--- src/rtl/pipeline_hazard_ctrl_if.sv ---
// Signal bundle between the RV32I pipeline and its hazard controller: stage status in,
// stage stall/flush controls, forwarding selects, error flag and perf counters out.
interface pipeline_hazard_ctrl_if #(
   parameter int IDX_W = 5,
   parameter int CNT_W = 32
);
   logic [IDX_W-1:0] id_rs1;
   logic [IDX_W-1:0] id_rs2;
   logic             id_use_rs1;
   logic             id_use_rs2;
   logic [IDX_W-1:0] ex_rs1;
   logic [IDX_W-1:0] ex_rs2;
   logic [IDX_W-1:0] ex_rd;
   logic             ex_reg_en;
   logic             ex_is_load;
   logic             ex_branch_taken;
   logic [IDX_W-1:0] mem_rd;
   logic             mem_reg_en;
   logic             mem_is_load;
   logic             mem_dm_req;
   logic             dm_ready;
   logic [IDX_W-1:0] wb_rd;
   logic             wb_reg_en;
   logic             im_ready;

   logic             pc_stall;
   logic             if_id_stall;
   logic             id_ex_stall;
   logic             ex_mem_stall;
   logic             mem_wb_stall;
   logic             if_id_flush;
   logic             id_ex_flush;
   logic             ex_mem_flush;
   logic             id_fwd_rs1;
   logic             id_fwd_rs2;
   logic [1:0]       ex_fwd_rs1;
   logic [1:0]       ex_fwd_rs2;
   logic             dm_timeout_err;
   logic [CNT_W-1:0] perf_cycles;
   logic [CNT_W-1:0] perf_stall_cycles;
   logic [CNT_W-1:0] perf_flushes;
   logic             fetch_kill_dbg;

   // Memory handshake: mem_dm_req is held by the pipeline until the access completes;
   // dm_ready/im_ready are completion strobes, a word or write is accepted in any cycle
   // its ready is high and there is no backpressure on the returning data.
   modport master (
      output id_rs1, id_rs2, id_use_rs1, id_use_rs2, ex_rs1, ex_rs2, ex_rd, ex_reg_en,
             ex_is_load, ex_branch_taken, mem_rd, mem_reg_en, mem_is_load, mem_dm_req,
             dm_ready, wb_rd, wb_reg_en, im_ready,
      input  pc_stall, if_id_stall, id_ex_stall, ex_mem_stall, mem_wb_stall, if_id_flush,
             id_ex_flush, ex_mem_flush, id_fwd_rs1, id_fwd_rs2, ex_fwd_rs1, ex_fwd_rs2,
             dm_timeout_err, perf_cycles, perf_stall_cycles, perf_flushes, fetch_kill_dbg
   );

   modport slave (
      input  id_rs1, id_rs2, id_use_rs1, id_use_rs2, ex_rs1, ex_rs2, ex_rd, ex_reg_en,
             ex_is_load, ex_branch_taken, mem_rd, mem_reg_en, mem_is_load, mem_dm_req,
             dm_ready, wb_rd, wb_reg_en, im_ready,
      output pc_stall, if_id_stall, id_ex_stall, ex_mem_stall, mem_wb_stall, if_id_flush,
             id_ex_flush, ex_mem_flush, id_fwd_rs1, id_fwd_rs2, ex_fwd_rs1, ex_fwd_rs2,
             dm_timeout_err, perf_cycles, perf_stall_cycles, perf_flushes, fetch_kill_dbg
   );
endinterface

--- src/rtl/pipeline_hazard_ctrl.sv ---
// Hazard/stall/forwarding controller for a 5-stage RV32I pipeline with wait-state memories:
// priority-resolved stage controls, fetch-kill tracking, DM wait timeout and perf counters.
module pipeline_hazard_ctrl #(
   parameter int IDX_W      = 5,
   parameter int CNT_W      = 32,
   parameter int DM_TIMEOUT = 255
) (
   input  logic                  clk,
   input  logic                  rst,
   pipeline_hazard_ctrl_if.slave hz
);

   typedef enum logic {
      ST_RUN  = 1'b0,
      ST_KILL = 1'b1
   } fetch_state_e;

   localparam logic [15:0] TIMEOUT_LAST = 16'(DM_TIMEOUT - 1);

   fetch_state_e     state_q, state_d;
   logic [15:0]      wait_cnt_q, wait_cnt_d;
   logic             err_q, err_d;
   logic [CNT_W-1:0] cyc_q, cyc_d;
   logic [CNT_W-1:0] stall_cnt_q, stall_cnt_d;
   logic [CNT_W-1:0] flush_cnt_q, flush_cnt_d;

   logic dm_wait, timeout_hit, load_use, fetch_bubble, branch_acted;
   logic pc_stall, if_id_stall, id_ex_stall, ex_mem_stall, mem_wb_stall;
   logic if_id_flush, id_ex_flush, ex_mem_flush;

   function automatic logic [1:0] ex_sel(input logic [IDX_W-1:0] rs,
                                         input logic             mem_en,
                                         input logic             mem_ld,
                                         input logic [IDX_W-1:0] mem_rd,
                                         input logic             wb_en,
                                         input logic [IDX_W-1:0] wb_rd);
      // A MEM-stage load has no data yet; that case is covered by the load-use stall.
      if (mem_en && !mem_ld && mem_rd != '0 && mem_rd == rs) return 2'd2;
      else if (wb_en && wb_rd != '0 && wb_rd == rs)           return 2'd1;
      else                                                    return 2'd0;
   endfunction

   function automatic logic [CNT_W-1:0] sat_inc(input logic [CNT_W-1:0] v, input logic en);
      if (en && v != '1) return v + {{(CNT_W-1){1'b0}}, 1'b1};
      else               return v;
   endfunction

   always_comb begin
      dm_wait      = hz.mem_dm_req && !hz.dm_ready;
      timeout_hit  = dm_wait && (wait_cnt_q == TIMEOUT_LAST);
      load_use     = hz.ex_is_load && hz.ex_reg_en && (hz.ex_rd != '0) &&
                     ((hz.id_use_rs1 && hz.ex_rd == hz.id_rs1) ||
                      (hz.id_use_rs2 && hz.ex_rd == hz.id_rs2));
      fetch_bubble = !hz.im_ready || (state_q == ST_KILL);
      branch_acted = hz.ex_branch_taken && !dm_wait;
   end

   always_comb begin
      pc_stall     = 1'b0;
      if_id_stall  = 1'b0;
      id_ex_stall  = 1'b0;
      ex_mem_stall = 1'b0;
      mem_wb_stall = 1'b0;
      if_id_flush  = 1'b0;
      id_ex_flush  = 1'b0;
      ex_mem_flush = 1'b0;
      if (dm_wait) begin
         // Frozen pipeline; on timeout the MEM access is dropped and MEM/WB takes a bubble.
         pc_stall     = 1'b1;
         if_id_stall  = 1'b1;
         id_ex_stall  = 1'b1;
         ex_mem_stall = 1'b1;
         mem_wb_stall = !timeout_hit;
         ex_mem_flush = timeout_hit;
      end else if (hz.ex_branch_taken) begin
         if_id_flush = 1'b1;
         id_ex_flush = 1'b1;
      end else if (load_use) begin
         pc_stall    = 1'b1;
         if_id_stall = 1'b1;
         id_ex_flush = 1'b1;
      end else if (fetch_bubble) begin
         pc_stall    = !hz.im_ready;
         if_id_flush = 1'b1;
      end
   end

   always_comb begin
      state_d = state_q;
      unique case (state_q)
         ST_RUN:  if (hz.ex_branch_taken && !hz.im_ready && !dm_wait) state_d = ST_KILL;
         ST_KILL: if (hz.im_ready && !hz.ex_branch_taken)             state_d = ST_RUN;
         default: state_d = ST_RUN;
      endcase
      wait_cnt_d  = (dm_wait && !timeout_hit) ? wait_cnt_q + 16'd1 : 16'd0;
      err_d       = err_q || timeout_hit;
      cyc_d       = sat_inc(cyc_q, 1'b1);
      stall_cnt_d = sat_inc(stall_cnt_q, pc_stall);
      flush_cnt_d = sat_inc(flush_cnt_q, branch_acted);
   end

   always_ff @(posedge clk) begin
      if (rst) begin
         state_q     <= ST_RUN;
         wait_cnt_q  <= 16'd0;
         err_q       <= 1'b0;
         cyc_q       <= '0;
         stall_cnt_q <= '0;
         flush_cnt_q <= '0;
      end else begin
         state_q     <= state_d;
         wait_cnt_q  <= wait_cnt_d;
         err_q       <= err_d;
         cyc_q       <= cyc_d;
         stall_cnt_q <= stall_cnt_d;
         flush_cnt_q <= flush_cnt_d;
      end
   end

   assign hz.pc_stall          = pc_stall;
   assign hz.if_id_stall       = if_id_stall;
   assign hz.id_ex_stall       = id_ex_stall;
   assign hz.ex_mem_stall      = ex_mem_stall;
   assign hz.mem_wb_stall      = mem_wb_stall;
   assign hz.if_id_flush       = if_id_flush;
   assign hz.id_ex_flush       = id_ex_flush;
   assign hz.ex_mem_flush      = ex_mem_flush;
   assign hz.id_fwd_rs1        = hz.wb_reg_en && (hz.wb_rd != '0) && (hz.wb_rd == hz.id_rs1);
   assign hz.id_fwd_rs2        = hz.wb_reg_en && (hz.wb_rd != '0) && (hz.wb_rd == hz.id_rs2);
   assign hz.ex_fwd_rs1        = ex_sel(hz.ex_rs1, hz.mem_reg_en, hz.mem_is_load, hz.mem_rd,
                                        hz.wb_reg_en, hz.wb_rd);
   assign hz.ex_fwd_rs2        = ex_sel(hz.ex_rs2, hz.mem_reg_en, hz.mem_is_load, hz.mem_rd,
                                        hz.wb_reg_en, hz.wb_rd);
   assign hz.dm_timeout_err    = err_q;
   assign hz.perf_cycles       = cyc_q;
   assign hz.perf_stall_cycles = stall_cnt_q;
   assign hz.perf_flushes      = flush_cnt_q;
   assign hz.fetch_kill_dbg    = (state_q == ST_KILL);

endmodule

--- src/flat_wrapper.sv ---
// flat-port wrapper written by rule: the top's interface ports become plain ports
module pipeline_hazard_ctrl_flat 
#(
   parameter int IDX_W      = 5,
   parameter int CNT_W      = 32,
   parameter int DM_TIMEOUT = 255
)
  (clk, rst, hz_id_rs1, hz_id_rs2, hz_id_use_rs1, hz_id_use_rs2, hz_ex_rs1, hz_ex_rs2, hz_ex_rd, hz_ex_reg_en, hz_ex_is_load, hz_ex_branch_taken, hz_mem_rd, hz_mem_reg_en, hz_mem_is_load, hz_mem_dm_req, hz_dm_ready, hz_wb_rd, hz_wb_reg_en, hz_im_ready, hz_pc_stall, hz_if_id_stall, hz_id_ex_stall, hz_ex_mem_stall, hz_mem_wb_stall, hz_if_id_flush, hz_id_ex_flush, hz_ex_mem_flush, hz_id_fwd_rs1, hz_id_fwd_rs2, hz_ex_fwd_rs1, hz_ex_fwd_rs2, hz_dm_timeout_err, hz_perf_cycles, hz_perf_stall_cycles, hz_perf_flushes, hz_fetch_kill_dbg);
  pipeline_hazard_ctrl_if #(.IDX_W(IDX_W), .CNT_W(CNT_W)) hz_i ();
  input  logic clk;
  input  logic rst;
  input wire logic [$bits(hz_i.id_rs1)-1:0] hz_id_rs1;
  input wire logic [$bits(hz_i.id_rs2)-1:0] hz_id_rs2;
  input wire logic [$bits(hz_i.id_use_rs1)-1:0] hz_id_use_rs1;
  input wire logic [$bits(hz_i.id_use_rs2)-1:0] hz_id_use_rs2;
  input wire logic [$bits(hz_i.ex_rs1)-1:0] hz_ex_rs1;
  input wire logic [$bits(hz_i.ex_rs2)-1:0] hz_ex_rs2;
  input wire logic [$bits(hz_i.ex_rd)-1:0] hz_ex_rd;
  input wire logic [$bits(hz_i.ex_reg_en)-1:0] hz_ex_reg_en;
  input wire logic [$bits(hz_i.ex_is_load)-1:0] hz_ex_is_load;
  input wire logic [$bits(hz_i.ex_branch_taken)-1:0] hz_ex_branch_taken;
  input wire logic [$bits(hz_i.mem_rd)-1:0] hz_mem_rd;
  input wire logic [$bits(hz_i.mem_reg_en)-1:0] hz_mem_reg_en;
  input wire logic [$bits(hz_i.mem_is_load)-1:0] hz_mem_is_load;
  input wire logic [$bits(hz_i.mem_dm_req)-1:0] hz_mem_dm_req;
  input wire logic [$bits(hz_i.dm_ready)-1:0] hz_dm_ready;
  input wire logic [$bits(hz_i.wb_rd)-1:0] hz_wb_rd;
  input wire logic [$bits(hz_i.wb_reg_en)-1:0] hz_wb_reg_en;
  input wire logic [$bits(hz_i.im_ready)-1:0] hz_im_ready;
  output wire logic [$bits(hz_i.pc_stall)-1:0] hz_pc_stall;
  output wire logic [$bits(hz_i.if_id_stall)-1:0] hz_if_id_stall;
  output wire logic [$bits(hz_i.id_ex_stall)-1:0] hz_id_ex_stall;
  output wire logic [$bits(hz_i.ex_mem_stall)-1:0] hz_ex_mem_stall;
  output wire logic [$bits(hz_i.mem_wb_stall)-1:0] hz_mem_wb_stall;
  output wire logic [$bits(hz_i.if_id_flush)-1:0] hz_if_id_flush;
  output wire logic [$bits(hz_i.id_ex_flush)-1:0] hz_id_ex_flush;
  output wire logic [$bits(hz_i.ex_mem_flush)-1:0] hz_ex_mem_flush;
  output wire logic [$bits(hz_i.id_fwd_rs1)-1:0] hz_id_fwd_rs1;
  output wire logic [$bits(hz_i.id_fwd_rs2)-1:0] hz_id_fwd_rs2;
  output wire logic [$bits(hz_i.ex_fwd_rs1)-1:0] hz_ex_fwd_rs1;
  output wire logic [$bits(hz_i.ex_fwd_rs2)-1:0] hz_ex_fwd_rs2;
  output wire logic [$bits(hz_i.dm_timeout_err)-1:0] hz_dm_timeout_err;
  output wire logic [$bits(hz_i.perf_cycles)-1:0] hz_perf_cycles;
  output wire logic [$bits(hz_i.perf_stall_cycles)-1:0] hz_perf_stall_cycles;
  output wire logic [$bits(hz_i.perf_flushes)-1:0] hz_perf_flushes;
  output wire logic [$bits(hz_i.fetch_kill_dbg)-1:0] hz_fetch_kill_dbg;
  assign hz_i.id_rs1 = hz_id_rs1;
  assign hz_i.id_rs2 = hz_id_rs2;
  assign hz_i.id_use_rs1 = hz_id_use_rs1;
  assign hz_i.id_use_rs2 = hz_id_use_rs2;
  assign hz_i.ex_rs1 = hz_ex_rs1;
  assign hz_i.ex_rs2 = hz_ex_rs2;
  assign hz_i.ex_rd = hz_ex_rd;
  assign hz_i.ex_reg_en = hz_ex_reg_en;
  assign hz_i.ex_is_load = hz_ex_is_load;
  assign hz_i.ex_branch_taken = hz_ex_branch_taken;
  assign hz_i.mem_rd = hz_mem_rd;
  assign hz_i.mem_reg_en = hz_mem_reg_en;
  assign hz_i.mem_is_load = hz_mem_is_load;
  assign hz_i.mem_dm_req = hz_mem_dm_req;
  assign hz_i.dm_ready = hz_dm_ready;
  assign hz_i.wb_rd = hz_wb_rd;
  assign hz_i.wb_reg_en = hz_wb_reg_en;
  assign hz_i.im_ready = hz_im_ready;
  assign hz_pc_stall = hz_i.pc_stall;
  assign hz_if_id_stall = hz_i.if_id_stall;
  assign hz_id_ex_stall = hz_i.id_ex_stall;
  assign hz_ex_mem_stall = hz_i.ex_mem_stall;
  assign hz_mem_wb_stall = hz_i.mem_wb_stall;
  assign hz_if_id_flush = hz_i.if_id_flush;
  assign hz_id_ex_flush = hz_i.id_ex_flush;
  assign hz_ex_mem_flush = hz_i.ex_mem_flush;
  assign hz_id_fwd_rs1 = hz_i.id_fwd_rs1;
  assign hz_id_fwd_rs2 = hz_i.id_fwd_rs2;
  assign hz_ex_fwd_rs1 = hz_i.ex_fwd_rs1;
  assign hz_ex_fwd_rs2 = hz_i.ex_fwd_rs2;
  assign hz_dm_timeout_err = hz_i.dm_timeout_err;
  assign hz_perf_cycles = hz_i.perf_cycles;
  assign hz_perf_stall_cycles = hz_i.perf_stall_cycles;
  assign hz_perf_flushes = hz_i.perf_flushes;
  assign hz_fetch_kill_dbg = hz_i.fetch_kill_dbg;
  pipeline_hazard_ctrl #(.IDX_W(IDX_W), .CNT_W(CNT_W), .DM_TIMEOUT(DM_TIMEOUT)) u_core (.clk(clk), .rst(rst), .hz(hz_i));
endmodule
--- config.mk ---
export PLATFORM = sky130hd
export DESIGN_NAME = pipeline_hazard_ctrl_flat
export DESIGN_NICKNAME = d
export VERILOG_FILES = /design/src/rtl/pipeline_hazard_ctrl_if.sv /design/src/rtl/pipeline_hazard_ctrl.sv /design/src/flat_wrapper.sv
export SDC_FILE = /design/constraint.sdc
export NUM_CORES = 1
export LEC_CHECK = 0
export CORE_MARGIN = 2
export CORE_UTILIZATION = 25
export CTS_CLUSTER_DIAMETER = 80
export DETAILED_ROUTE_END_ITERATION = 6
export PLACE_DENSITY_LB_ADDON = 0.12
export SETUP_SLACK_MARGIN = 0.5
export SYNTH_ARGS = -nofsm -noshare
export SYNTH_HDL_FRONTEND = slang
export SYNTH_SLANG_ARGS = --single-unit
--- constraint.sdc ---
create_clock -name clk -period 2.4 [get_ports clk]
set_input_delay 0.6 -clock clk [delete_from_list [all_inputs] [get_ports clk]]
set_output_delay 0.6 -clock clk [all_outputs]
set_load 0.03 [all_outputs]
* Yosys cells after proc, flatten, opt, wreduce, memory -nomap -nowiden *
Cells that the tools add are included.

storage, ports and cells
  register bits = 114
  bits in latches = 0
  RAM bits = 0
  ROM bits = 0
  input port bits = 48
  output and inout port bits = 112
  logic and storage cells = 83
  memories = 0

cells by class
  add/subtract/negate cells = 4
  $mul = 0
  div/mod/pow operators = 0
  $lt $le $gt $ge = 0
  eq/ne operators = 12
  shift-type cells = 0
  mux-type cells = 23
  bitwise operators = 2
  reductions and logical operators = 36

operators with widths
  cell                   number
  $add 32x1->32 const B  3
  $ne 32x32->1 const B   3
  $eq 5x5->1             8
  $logic_and 1x1->1      23
  $mux 1                 20
  $add 16x1->16 const B  1
  $eq 16x8->1 const B    1
  $reduce_bool 5->1      3
  $logic_not 1->1        6
  $mux 2                 2
  $logic_or 1x1->1       3
  $not 1->1              2
  $pmux 1 s2             1
  $reduce_or 2->1        1

* Logic depth before layout (Yosys ltp) *
Gate-level depths: netlist of run 1.

  word-level depth = 8
  depth in mapped cells = 9

* Least setup slack after synthesis of run 1 *
Ideal clock, no wire load.

  path type = input to output
  from = in hz_mem_rd[0]
  to = out hz_ex_fwd_rs2[0]
  arrival time = 2.537 ns
  slack = -0.737 ns
  cell stages on the path = 4
  buffers on the path = 0
  cells stage by stage = or4_1 o21ai_0 nor4_1 nor4_1

between the ends
  cells in the longest elaborated chain, start to end = 4
  elaborated cells on any way between the ends = 5
  classes of those cells = eq/ne: 1; mux: 1; reduce/logical: 3

ends and longest elaborated chain
  what                   line                        text
  start: declaration     flat_wrapper.sv:22          input wire logic [$bits(hz_i.mem_rd)-1:0] hz_mem_rd;
  $reduce_bool 5->1      pipeline_hazard_ctrl.sv:38  if (mem_en && !mem_ld && mem_rd != '0 && mem_rd == rs) return 2'd2;
  $logic_and 1x1->1      pipeline_hazard_ctrl.sv:38
  $logic_and 1x1->1 (*)  pipeline_hazard_ctrl.sv:38
  $mux 2 (*)             pipeline_hazard_ctrl.sv:38
  end: declaration       flat_wrapper.sv:41          output wire logic [$bits(hz_i.ex_fwd_rs2)-1:0] hz_ex_fwd_rs2;

Every way passes the cells marked *; elsewhere a longest branch is shown, timed or not.

* Final worst setup path of run 1 *
  from = in hz_wb_rd[2]
  to = out hz_ex_fwd_rs2[0]

between the ends
  cells in the longest elaborated chain, start to end = 5
  elaborated cells on any way between the ends = 6
  classes of those cells = eq/ne: 1; mux: 2; reduce/logical: 3

ends and longest elaborated chain
  what                   line                        text
  start: declaration     flat_wrapper.sv:27          input wire logic [$bits(hz_i.wb_rd)-1:0] hz_wb_rd;
  $reduce_bool 5->1      pipeline_hazard_ctrl.sv:39  else if (wb_en && wb_rd != '0 && wb_rd == rs) return 2'd1;
  $logic_and 1x1->1      pipeline_hazard_ctrl.sv:39
  $logic_and 1x1->1 (*)  pipeline_hazard_ctrl.sv:39
  $mux 1 (*)             pipeline_hazard_ctrl.sv:39
  $mux 2 (*)             pipeline_hazard_ctrl.sv:38

Marked as above.

==> results of run 1 <==
==> routing by layer <==
| layer | routed length (µm) | part of all wire [%] | vias to the layer above |
|---|---|---|---|
| met4 | 206 | 0.95 | 0 |
| met3 | 1050 | 4.8 | 13 |
| met2 | 10500 | 48 | 128 |
| met5 | 0 | 0 | - |
| met1 | 10100 | 46 | 3184 |
| li1 | - | - | 3285 |
==> power groups by stage <==
stage | clock (mW) | combinational (mW) | sequential, mW
2_1_floorplan | 0 | 0.240 | 1.98
3_3_place_gp | 0 | 0.485 | 1.96
3_5_place_dp | 0 | 0.483 | 1.96
4_1_cts | 2.58 | 0.535 | 1.91
5_1_grt | 2.69 | 0.680 | 1.91
6_report | 2.51 | 0.639 | 1.91
==> sequential cells by signal, summed over array words and instances (netlist names) <==
register / count
u_core.hz.dm_timeout_err: 1
u_core.hz.fetch_kill_dbg: 1
u_core.hz.perf_stall_cycles: 32
u_core.hz.perf_cycles: 32
u_core.wait_cnt_q: 16
u_core.hz.perf_flushes: 32
==> worst max-delay path by stage <==
| stage | endpoint |
|---|---|
| after global placement | hz_pc_stall |
| after CTS | hz_ex_fwd_rs2[0] |
| after global routing | hz_ex_fwd_rs2[0] |
| after detailed placement | hz_pc_stall |
| after floorplan | hz_ex_fwd_rs2[0] |
| final | hz_ex_fwd_rs2[0] |
==> cells by family after synthesis <==
logic type | count (synthesis) | share of synthesized area, %
flops | 114 | 37.3
buf+inv | 52 | 3.89
compound gates | 113 | 10.7
xor+xnor | 94 | 13.5
simple gates | 369 | 32.8
mux | 5 | 0.900
fa+ha+maj | 5 | 1.02
==> timing repair <==
action | CTS | global route
buffers inserted | 23 | 37
gates resized for setup | 333 | 225
gates cloned | 2 | 7
endpoints found under the hold margin | 0 | 0
pin swaps | 66 | 127
endpoints found under the setup margin | 190 | 114
==> worst max-delay path, delay by kind of cell <==
| family | cells | cell delay, ps |
|---|---|---|
| simple gates | 3 | 930 |
| buf+inv | 3 | 370 |
| compound gates | 1 | 50 |
==> synth_stat cells, drive strengths merged, types with 3 or more instances <==
library cell,count,area [µm²]
dfxtp,114,2280
nor2,80,300
xor2,56,490
nand3,55,275
a21oi,50,250
nand4,47,294
nand2,44,165
xnor2,38,333
o21ai,36,180
or3,35,219
clkbuf,29,109
or4,23,173
and3,22,140
o31ai,16,120
nor4,15,93.8
and4,13,114
buf,13,86.3
nor3,13,70.1
inv,9,33.8
nor2b,6,37.5
and2,5,31.3
ha,5,62.6
mux2,4,45.0
a31oi,3,25.0
==> area by class of cell <==
class	instances	area (µm²)	area share, %
repair buffers	295	2770	25.2
clock inverters	12	129	1.17
multi-input cells	587	4810	43.7
clock buffers	20	437	3.97
flip-flops and latches	114	2410	21.9
well taps	324	405	3.68
diodes	2	5.00	0.0455
inverters	9	42.5	0.387
==> impl_metrics.env, run 1 <==
export IMPL_use_met2_pct=25.6
export IMPL_max_cap_violations=0
export IMPL_met1_usage_pct=21.4
export IMPL_ys_async_sr_fraction_pct=0
export IMPL_drive_above_1_share_pct=46.8
export IMPL_total_power_mw=5.06
export IMPL_path_clk_slew_ps=60
export IMPL_final_common_cell="buf_4"
export IMPL_hold_ws_ps=412
export IMPL_hold_path_endpoint="u_core.hz.perf_stall_cycles[6]"
export IMPL_arrival_ps=1960
export IMPL_ys_flop_type="dfxtp_1"
export IMPL_grt_pass1_wl_mm=33.3
export IMPL_layout_cells_non_filler=1363
export IMPL_maxSlewHeadroom_pct=70.3
export IMPL_place_ws_ps=-899
export IMPL_regToRegEndpoint="u_core.hz.perf_flushes[23]"
export IMPL_port_buffers=159
export IMPL_grt_pass1_vias=6098
export IMPL_busiest_layer="met2"
export IMPL_status="complete, but fails checks"
export IMPL_die_w_um=160
export IMPL_slowest_stage="or4_4"
export IMPL_place_inst=1260
export IMPL_critPathLaunchType="primary input"
export IMPL_rsz0062_at_grt="yes"
export IMPL_synth_edf_count=0
export IMPL_r2r_start="u_core.hz.perf_flushes[16]"
export IMPL_timing_final_ws_setup_ps=-160
export IMPL_start_util_pct=25.3
export IMPL_violations="setup timing"
export IMPL_area_growth_pct=79.9
export IMPL_period_share_pct=107
export IMPL_comb_power_share_pct=12.6
export IMPL_gr_total_overflow=0
export IMPL_root_buffer="clkbuf_16"
export IMPL_ys_warn_count=0
export IMPL_crit_start="hz_wb_rd[2]"
export IMPL_worstHoldPathCells=2
export IMPL_via_per_inst=4.85
export IMPL_dr_pass1_iters=4
export IMPL_placed_area_mm2=0.00887
export IMPL_antenna_found_initial=2
export IMPL_seqPwrFrac_pct=37.8
export IMPL_grt_start_max_net_pins=68
export IMPL_tns_ps=-710
export IMPL_post_route_util_pct=45.5
export IMPL_fin_nets=1077
export IMPL_grtUsageMet3_pct=3.87
export IMPL_drc=0
export IMPL_grt_total_usage_pct=16.0
export IMPL_crit_required_ps=1800
export IMPL_cp_end_kind="output pin"
export IMPL_avgSynthCellArea_um2=8.13
export IMPL_cp_cell_sequence="buf_4 > or4_4 > o21ai_4 > buf_6 > or4_4 > nor4_4 > buf_6"
export IMPL_min_from="rst"
export IMPL_clk_latency_ps=420
export IMPL_max_freq_mhz=391
export IMPL_synth_seq_cells=114
export IMPL_hold_violations=0
export IMPL_fillerInstances=2342
export IMPL_cp_slowest_stage_delay_ps=520
export IMPL_layout_common_cells="buf_4 (97), nor2_1 (74), dlygate4sd2_1 (74), xor2_1 (54)"
export IMPL_syn_cell_area_mm2=0.00612
export IMPL_fin_skew_ps=17.9
export IMPL_setup_violations=9
export IMPL_switching_power_mw=1.31
export IMPL_htree_levels=4
export IMPL_clockBufferDepth=2
export IMPL_ant_nets=0
export IMPL_dieArea_mm2=0.0257
export IMPL_cts_buffers=17
export IMPL_worst_pin_slew_ps=445
export IMPL_syn_nets=805
export IMPL_routed_wl_mm=21.8
export IMPL_drt_iter0_drc=224
export IMPL_period_needed_ps=2560
export IMPL_slew_violations=0
export IMPL_place_gp_congestion=0.769
export IMPL_worstRegToRegCells=7
export IMPL_p_clk_share_pct=49.6
export IMPL_hp_class="in2reg"
export IMPL_dpl_hpwl_mm=14.4
export IMPL_cts_tree="done"
export IMPL_synth_cells=752
export IMPL_core_area_mm2=0.0242
export IMPL_yosysUniqueCellTypes=49
export IMPL_num_io_pins=160
export IMPL_design_area_mm2=0.0110
export IMPL_netSwitchingFraction_pct=25.9
export IMPL_p_int_mw=3.75
export IMPL_synth_yosys_seq_area_share_pct=37.3
export IMPL_num_rows=57
export IMPL_r2r_slack_ps=280
export IMPL_fp_dieH_um=160
export IMPL_p_leak_nw=4.36
export IMPL_worstSetupPathType="in2out"
export IMPL_ir_drop_mv=0.363
export IMPL_critPathMaxFanout=3
export IMPL_num_vias=6610
export IMPL_power_density_mw_per_mm2=460
export IMPL_wl_per_cell_um=16.0
export IMPL_hold_buffers=0
export IMPL_clock_sinks=114
Power figures use the tool's default switching activity.
==> inputs of run 2 (changes only) <==
--- a/config.mk
+++ b/config.mk
@@ -6,7 +6,7 @@
 export NUM_CORES = 1
 export LEC_CHECK = 0
 export CORE_MARGIN = 2
-export CORE_UTILIZATION = 25
+export CORE_UTILIZATION = 45
 export CTS_CLUSTER_DIAMETER = 80
 export DETAILED_ROUTE_END_ITERATION = 6
 export PLACE_DENSITY_LB_ADDON = 0.12
==> run 2 against run 1 <==
Against the previous run:
- the run still ends with setup timing left
- sequential cell count unchanged
- cell area increased by 2.0%
- utilization increased by 39 points
- critical path type unchanged
- via count increased by 12%
- largest cell class unchanged
- clock power decreased by 6%
- worst setup slack got worse by 130 ps
==> impl_metrics.env, run 2 (same netlist as run 1, synthesis figures left out) <==
export IMPL_num_io_pins=160
export IMPL_routed_wl_mm=25.3
export IMPL_period_share_pct=112
export IMPL_seqPwrFrac_pct=38.2
export IMPL_ant_nets=0
export IMPL_regToRegEndpoint="u_core.hz.perf_stall_cycles[13]"
export IMPL_drt_iter0_drc=613
export IMPL_htree_levels=4
export IMPL_ir_drop_mv=0.506
export IMPL_place_inst=1110
export IMPL_die_w_um=121
export IMPL_dr_pass1_iters=6
export IMPL_violations="setup timing"
export IMPL_grt_pass1_vias=7119
export IMPL_worstRegToRegCells=6
export IMPL_worstHoldPathCells=2
export IMPL_dpl_hpwl_mm=13.1
export IMPL_fp_dieH_um=121
export IMPL_maxSlewHeadroom_pct=63.7
export IMPL_critPathMaxFanout=2
export IMPL_r2r_slack_ps=-70
export IMPL_fillerInstances=726
export IMPL_path_clk_slew_ps=50
export IMPL_layout_cells_non_filler=1252
export IMPL_total_power_mw=4.99
export IMPL_final_common_cell="buf_4"
export IMPL_cts_buffers=17
export IMPL_hold_buffers=0
export IMPL_period_needed_ps=2690
export IMPL_grt_start_max_net_pins=103
export IMPL_min_from="u_core.hz.dm_timeout_err"
export IMPL_wl_per_cell_um=20.2
export IMPL_met1_usage_pct=34.3
export IMPL_p_clk_share_pct=47.3
export IMPL_port_buffers=159
export IMPL_hold_violations=0
export IMPL_start_util_pct=46.2
export IMPL_dieArea_mm2=0.0145
export IMPL_num_vias=7379
export IMPL_comb_power_share_pct=14.5
export IMPL_tns_ps=-2870
export IMPL_setup_violations=37
export IMPL_grt_total_usage_pct=30.3
export IMPL_hold_ws_ps=482
export IMPL_cp_end_kind="output pin"
export IMPL_p_int_mw=3.72
export IMPL_hold_path_endpoint="u_core.hz.dm_timeout_err"
export IMPL_power_density_mw_per_mm2=445
export IMPL_fin_nets=1116
export IMPL_worst_pin_slew_ps=545
export IMPL_fin_skew_ps=13.4
export IMPL_layout_common_cells="buf_4 (109), dlygate4sd2_1 (79), buf_6 (74), nor2_1 (73), xor2_1 (54)"
export IMPL_status="complete, but fails checks"
export IMPL_switching_power_mw=1.28
export IMPL_max_freq_mhz=372
export IMPL_root_buffer="clkbuf_16"
export IMPL_arrival_ps=2090
export IMPL_use_met2_pct=55.4
export IMPL_gr_total_overflow=0
export IMPL_critPathLaunchType="primary input"
export IMPL_crit_required_ps=1800
export IMPL_clockBufferDepth=2
export IMPL_drc=0
export IMPL_via_per_inst=5.89
export IMPL_slew_violations=0
export IMPL_area_growth_pct=83.4
export IMPL_antenna_found_initial=0
export IMPL_busiest_layer="met2"
export IMPL_rsz0062_at_grt="yes"
export IMPL_r2r_start="u_core.hz.perf_stall_cycles[9]"
export IMPL_p_leak_nw=4.47
export IMPL_clock_sinks=114
export IMPL_crit_start="hz_mem_rd[0]"
export IMPL_grtUsageMet3_pct=5.80
export IMPL_timing_final_ws_setup_ps=-288
export IMPL_cts_tree="done"
export IMPL_post_route_util_pct=84.7
export IMPL_worstSetupPathType="in2out"
export IMPL_num_rows=42
export IMPL_antenna_cells=0
export IMPL_hp_class="reg2reg"
export IMPL_max_cap_violations=0
export IMPL_place_gp_congestion=0.881
export IMPL_grt_pass1_wl_mm=35.3
export IMPL_drive_above_1_share_pct=50.0
export IMPL_core_area_mm2=0.0132
export IMPL_clk_latency_ps=420
export IMPL_netSwitchingFraction_pct=25.6
run 2: changes by cell type in the layout (fill, tap and decap cells not counted), moves of 4 or more:
cell,previous run,this run
nand3_2,11,16
o31ai_1,7,1
buf_6,45,74
buf_16,2,7
dlygate4sd2_1,74,79
nor3_4,8,4
o31ai_4,6,10
buf_8,7,3
buf_4,97,109
nor3_2,2,7
dlymetal6s2s_1,5,1
nand3_1,40,36
run 2: repair_timing:
action | in CTS | in global routing
pin swaps | 103 | 111
buffers inserted | 61 | 40
endpoints found under the setup margin | 212 | 143
gates resized for setup | 402 | 223
gates cloned | 7 | 2
run 2: critical path, cell delays in order:
cell,delay (ps)
buf_6,100
or4_4,540
o21ai_4,200
buf_4,150
nor4_4,40
buf_4,140
nor4_4,130
buf_4,200
run 2: cell type report:
cell class	count	area (µm²)	area share, %
Multi-Input combinational cell	588	4900	43.6
Sequential cell	114	2410	21.5
Timing Repair Buffer	333	3090	27.6
Tap cell	176	220	1.96
Inverter	9	42.5	0.379
Clock buffer	25	507	4.52
Clock inverter	7	46.3	0.413
run 2: power by group through the flow:
stage               logic [mW]  registers, mW  clock network, mW
floorplan                0.240           1.98                  0
global placement         0.460           1.96                  0
detailed placement       0.469           1.96                  0
CTS                      0.627           1.91               2.36
global route             0.750           1.91               2.47
finish                   0.722           1.91               2.36
run 2: per-stage QoR:
stage | instance area (µm²) | setup slack [ps]
final | 11200 | -288
after global routing | 11200 | -309
after CTS | 10200 | -237
after detailed placement | 8620 | -902
after global placement | 8620 | -905
after floorplan | 6640 | -100
run 2: how the worst max path moves through the flow:
stage	to	slack, ps
final	hz_ex_fwd_rs2[0]	-290
after global routing	hz_ex_fwd_rs1[0]	-310
after CTS	hz_ex_fwd_rs2[0]	-240
after detailed placement	hz_pc_stall	-900
after global placement	hz_pc_stall	-910
after floorplan	hz_ex_fwd_rs2[0]	-100
run 2: layer usage:
layer / up-vias / wire [µm] / share of wire (%)
met5: - / 0 / 0
met4: 0 / 1170 / 4.6
met3: 108 / 1490 / 5.9
met2: 351 / 13100 / 52
met1: 3548 / 9490 / 38
li1: 3372 / - / -
==> inputs of run 3 (changes only) <==
--- a/config.mk
+++ b/config.mk
@@ -5,12 +5,15 @@
 export SDC_FILE = /design/constraint.sdc
 export NUM_CORES = 1
 export LEC_CHECK = 0
+export CELL_PAD_IN_SITES_DETAIL_PLACEMENT = 1
+export CELL_PAD_IN_SITES_GLOBAL_PLACEMENT = 1
 export CORE_MARGIN = 2
-export CORE_UTILIZATION = 45
+export CORE_UTILIZATION = 32
 export CTS_CLUSTER_DIAMETER = 80
 export DETAILED_ROUTE_END_ITERATION = 6
 export PLACE_DENSITY_LB_ADDON = 0.12
-export SETUP_SLACK_MARGIN = 0.5
+export SETUP_SLACK_MARGIN = 0.3
+export SLEW_MARGIN = 20
 export SYNTH_ARGS = -nofsm -noshare
 export SYNTH_HDL_FRONTEND = slang
 export SYNTH_SLANG_ARGS = --single-unit
==> run 3 against run 2 <==
Against the previous run:
- cell area shrank 3.7%
- largest power group unchanged
- clock power grew 11%
- combinational power shrank 6.0%
- worst setup slack gained 30 ps
- sequential power is essentially flat
- critical path depth is the same
- the run still ends with setup timing left
- final cell count grew 3.0%
- global-route usage shrank 7.1 points
==> impl_metrics.env, run 3 (same netlist as run 1, synthesis figures left out) <==
export IMPL_port_buffers=159
export IMPL_drive_above_1_share_pct=39.0
export IMPL_dr_pass1_iters=4
export IMPL_rsz0062_at_grt="yes"
export IMPL_num_vias=7058
export IMPL_fin_nets=1095
export IMPL_crit_required_ps=1800
export IMPL_clockBufferDepth=2
export IMPL_place_gp_congestion=0.809
export IMPL_grtUsageMet3_pct=5.45
export IMPL_dieArea_mm2=0.0202
export IMPL_layout_cells_non_filler=1289
export IMPL_start_util_pct=32.7
export IMPL_critPathMaxFanout=2
export IMPL_dpl_hpwl_mm=15.1
export IMPL_via_per_inst=5.48
export IMPL_grt_pass1_vias=7334
export IMPL_worst_pin_slew_ps=557
export IMPL_busiest_layer="met2"
export IMPL_cts_tree="done"
export IMPL_max_cap_violations=0
export IMPL_fp_dieH_um=142
export IMPL_setup_violations=19
export IMPL_grt_pass1_wl_mm=37.9
export IMPL_cp_end_kind="output pin"
export IMPL_grt_total_usage_pct=23.2
export IMPL_grt_start_max_net_pins=38
export IMPL_drc=0
export IMPL_drt_iter0_drc=228
export IMPL_period_share_pct=111
export IMPL_p_leak_nw=4.54
export IMPL_routed_wl_mm=24.5
export IMPL_cts_buffers=17
export IMPL_arrival_ps=2060
export IMPL_core_area_mm2=0.0187
export IMPL_num_rows=50
export IMPL_total_power_mw=5.23
export IMPL_period_needed_ps=2660
export IMPL_final_common_cell="buf_4"
export IMPL_slew_violations=0
export IMPL_violations="setup timing"
export IMPL_root_buffer="clkbuf_16"
export IMPL_ant_nets=0
export IMPL_max_freq_mhz=376
export IMPL_timing_final_ws_setup_ps=-258
export IMPL_fin_skew_ps=10.6
export IMPL_maxSlewHeadroom_pct=62.9
export IMPL_hold_violations=0
export IMPL_met1_usage_pct=28.2
export IMPL_use_met2_pct=41.5
export IMPL_post_route_util_pct=57.8
export IMPL_area_growth_pct=76.7
export IMPL_power_density_mw_per_mm2=483
export IMPL_antenna_found_initial=0
export IMPL_critPathLaunchType="primary input"
export IMPL_layout_common_cells="buf_4 (112), dlygate4sd2_1 (80), nor2_1 (79), dfxtp_1 (70), xor2_1 (55)"
export IMPL_status="complete, but fails checks"
export IMPL_gr_total_overflow=0
export IMPL_num_io_pins=160
export IMPL_path_clk_slew_ps=50
export IMPL_clk_latency_ps=410
export IMPL_die_w_um=142
export IMPL_antenna_cells=0
export IMPL_wl_per_cell_um=19.0
export IMPL_worstSetupPathType="in2out"
export IMPL_ir_drop_mv=0.447
export IMPL_place_inst=1182
export IMPL_htree_levels=4
export IMPL_clock_sinks=114
export IMPL_hp_class="reg2reg"
run 3: cell types whose count changed in the layout (fill, tap and decap cells not counted), sizes merged, moves of 2 or more:
cell / change
clkdlybuf4s15: -12
clkbuf: -17
bufinv: +2
clkdlybuf4s50: +14
dlymetal6s2s: +17
buf: -27
clkinv: +3
run 3: area by class of cell:
type                    count  area (µm²)
fillers                  2116        7900
multi-input cells         587        4480
repair buffers            313        3000
flip-flops and latches    114        2380
clock buffers              21         493
well taps                 234         293
clock inverters            11         124
inverters                   9        38.8
run 3: repair_timing:
item                                    in CTS  in global routing
cloned                                       7                  1
hold buffers                                 0                  0
pin swaps                                  105                 52
endpoints found under the setup margin     140                 91
resized for setup                          331                133
buffers inserted                            45                 22
run 3: worst max-delay path, stage by stage:
cell,delay (ps)
buf_6,90
or4_4,540
o21ai_4,180
buf_6,120
nor4_4,30
buf_4,150
nor3_4,190
buf_6,150
run 3: path summary, 6_finish.rpt:
kind | from | to | slack (ps) | depth (start not counted)
setup / recovery | hz_mem_rd[0] | hz_ex_fwd_rs1[0] | -260 | 8
hold / removal | u_core.hz.dm_timeout_err | u_core.hz.dm_timeout_err | 480 | 2
setup reg to reg | u_core.hz.perf_stall_cycles[18] | u_core.hz.perf_stall_cycles[26] | 140 | 6
hold reg to reg | u_core.hz.dm_timeout_err | u_core.hz.dm_timeout_err | 480 | 2
run 3: per-layer routing:
| metal | up-vias | part of all wire, % |
|---|---|---|
| li1 | 3324 | - |
| met1 | 3523 | 42 |
| met2 | 179 | 52 |
| met3 | 32 | 4.5 |
| met4 | 0 | 1.5 |
| met5 | - | 0 |
run 3: through the flow:
step | hold WS [ps] | setup slack, ps | TNS, ps | area, µm²
finish | 478 | -258 | -1550 | 10800
global route | 511 | -296 | -2810 | 10800
CTS | 485 | -288 | -1350 | 10200
detailed placement | 473 | -850 | -30850 | 8680
global placement | 452 | -843 | -28380 | 8680
floorplan | 437 | -100 | -109 | 6480
run 3: where the power goes:
| group | switching [mW] | internal [mW] |
|---|---|---|
| clock network | 0.954 | 1.68 |
| registers | 0.0214 | 1.89 |
| logic | 0.326 | 0.354 |
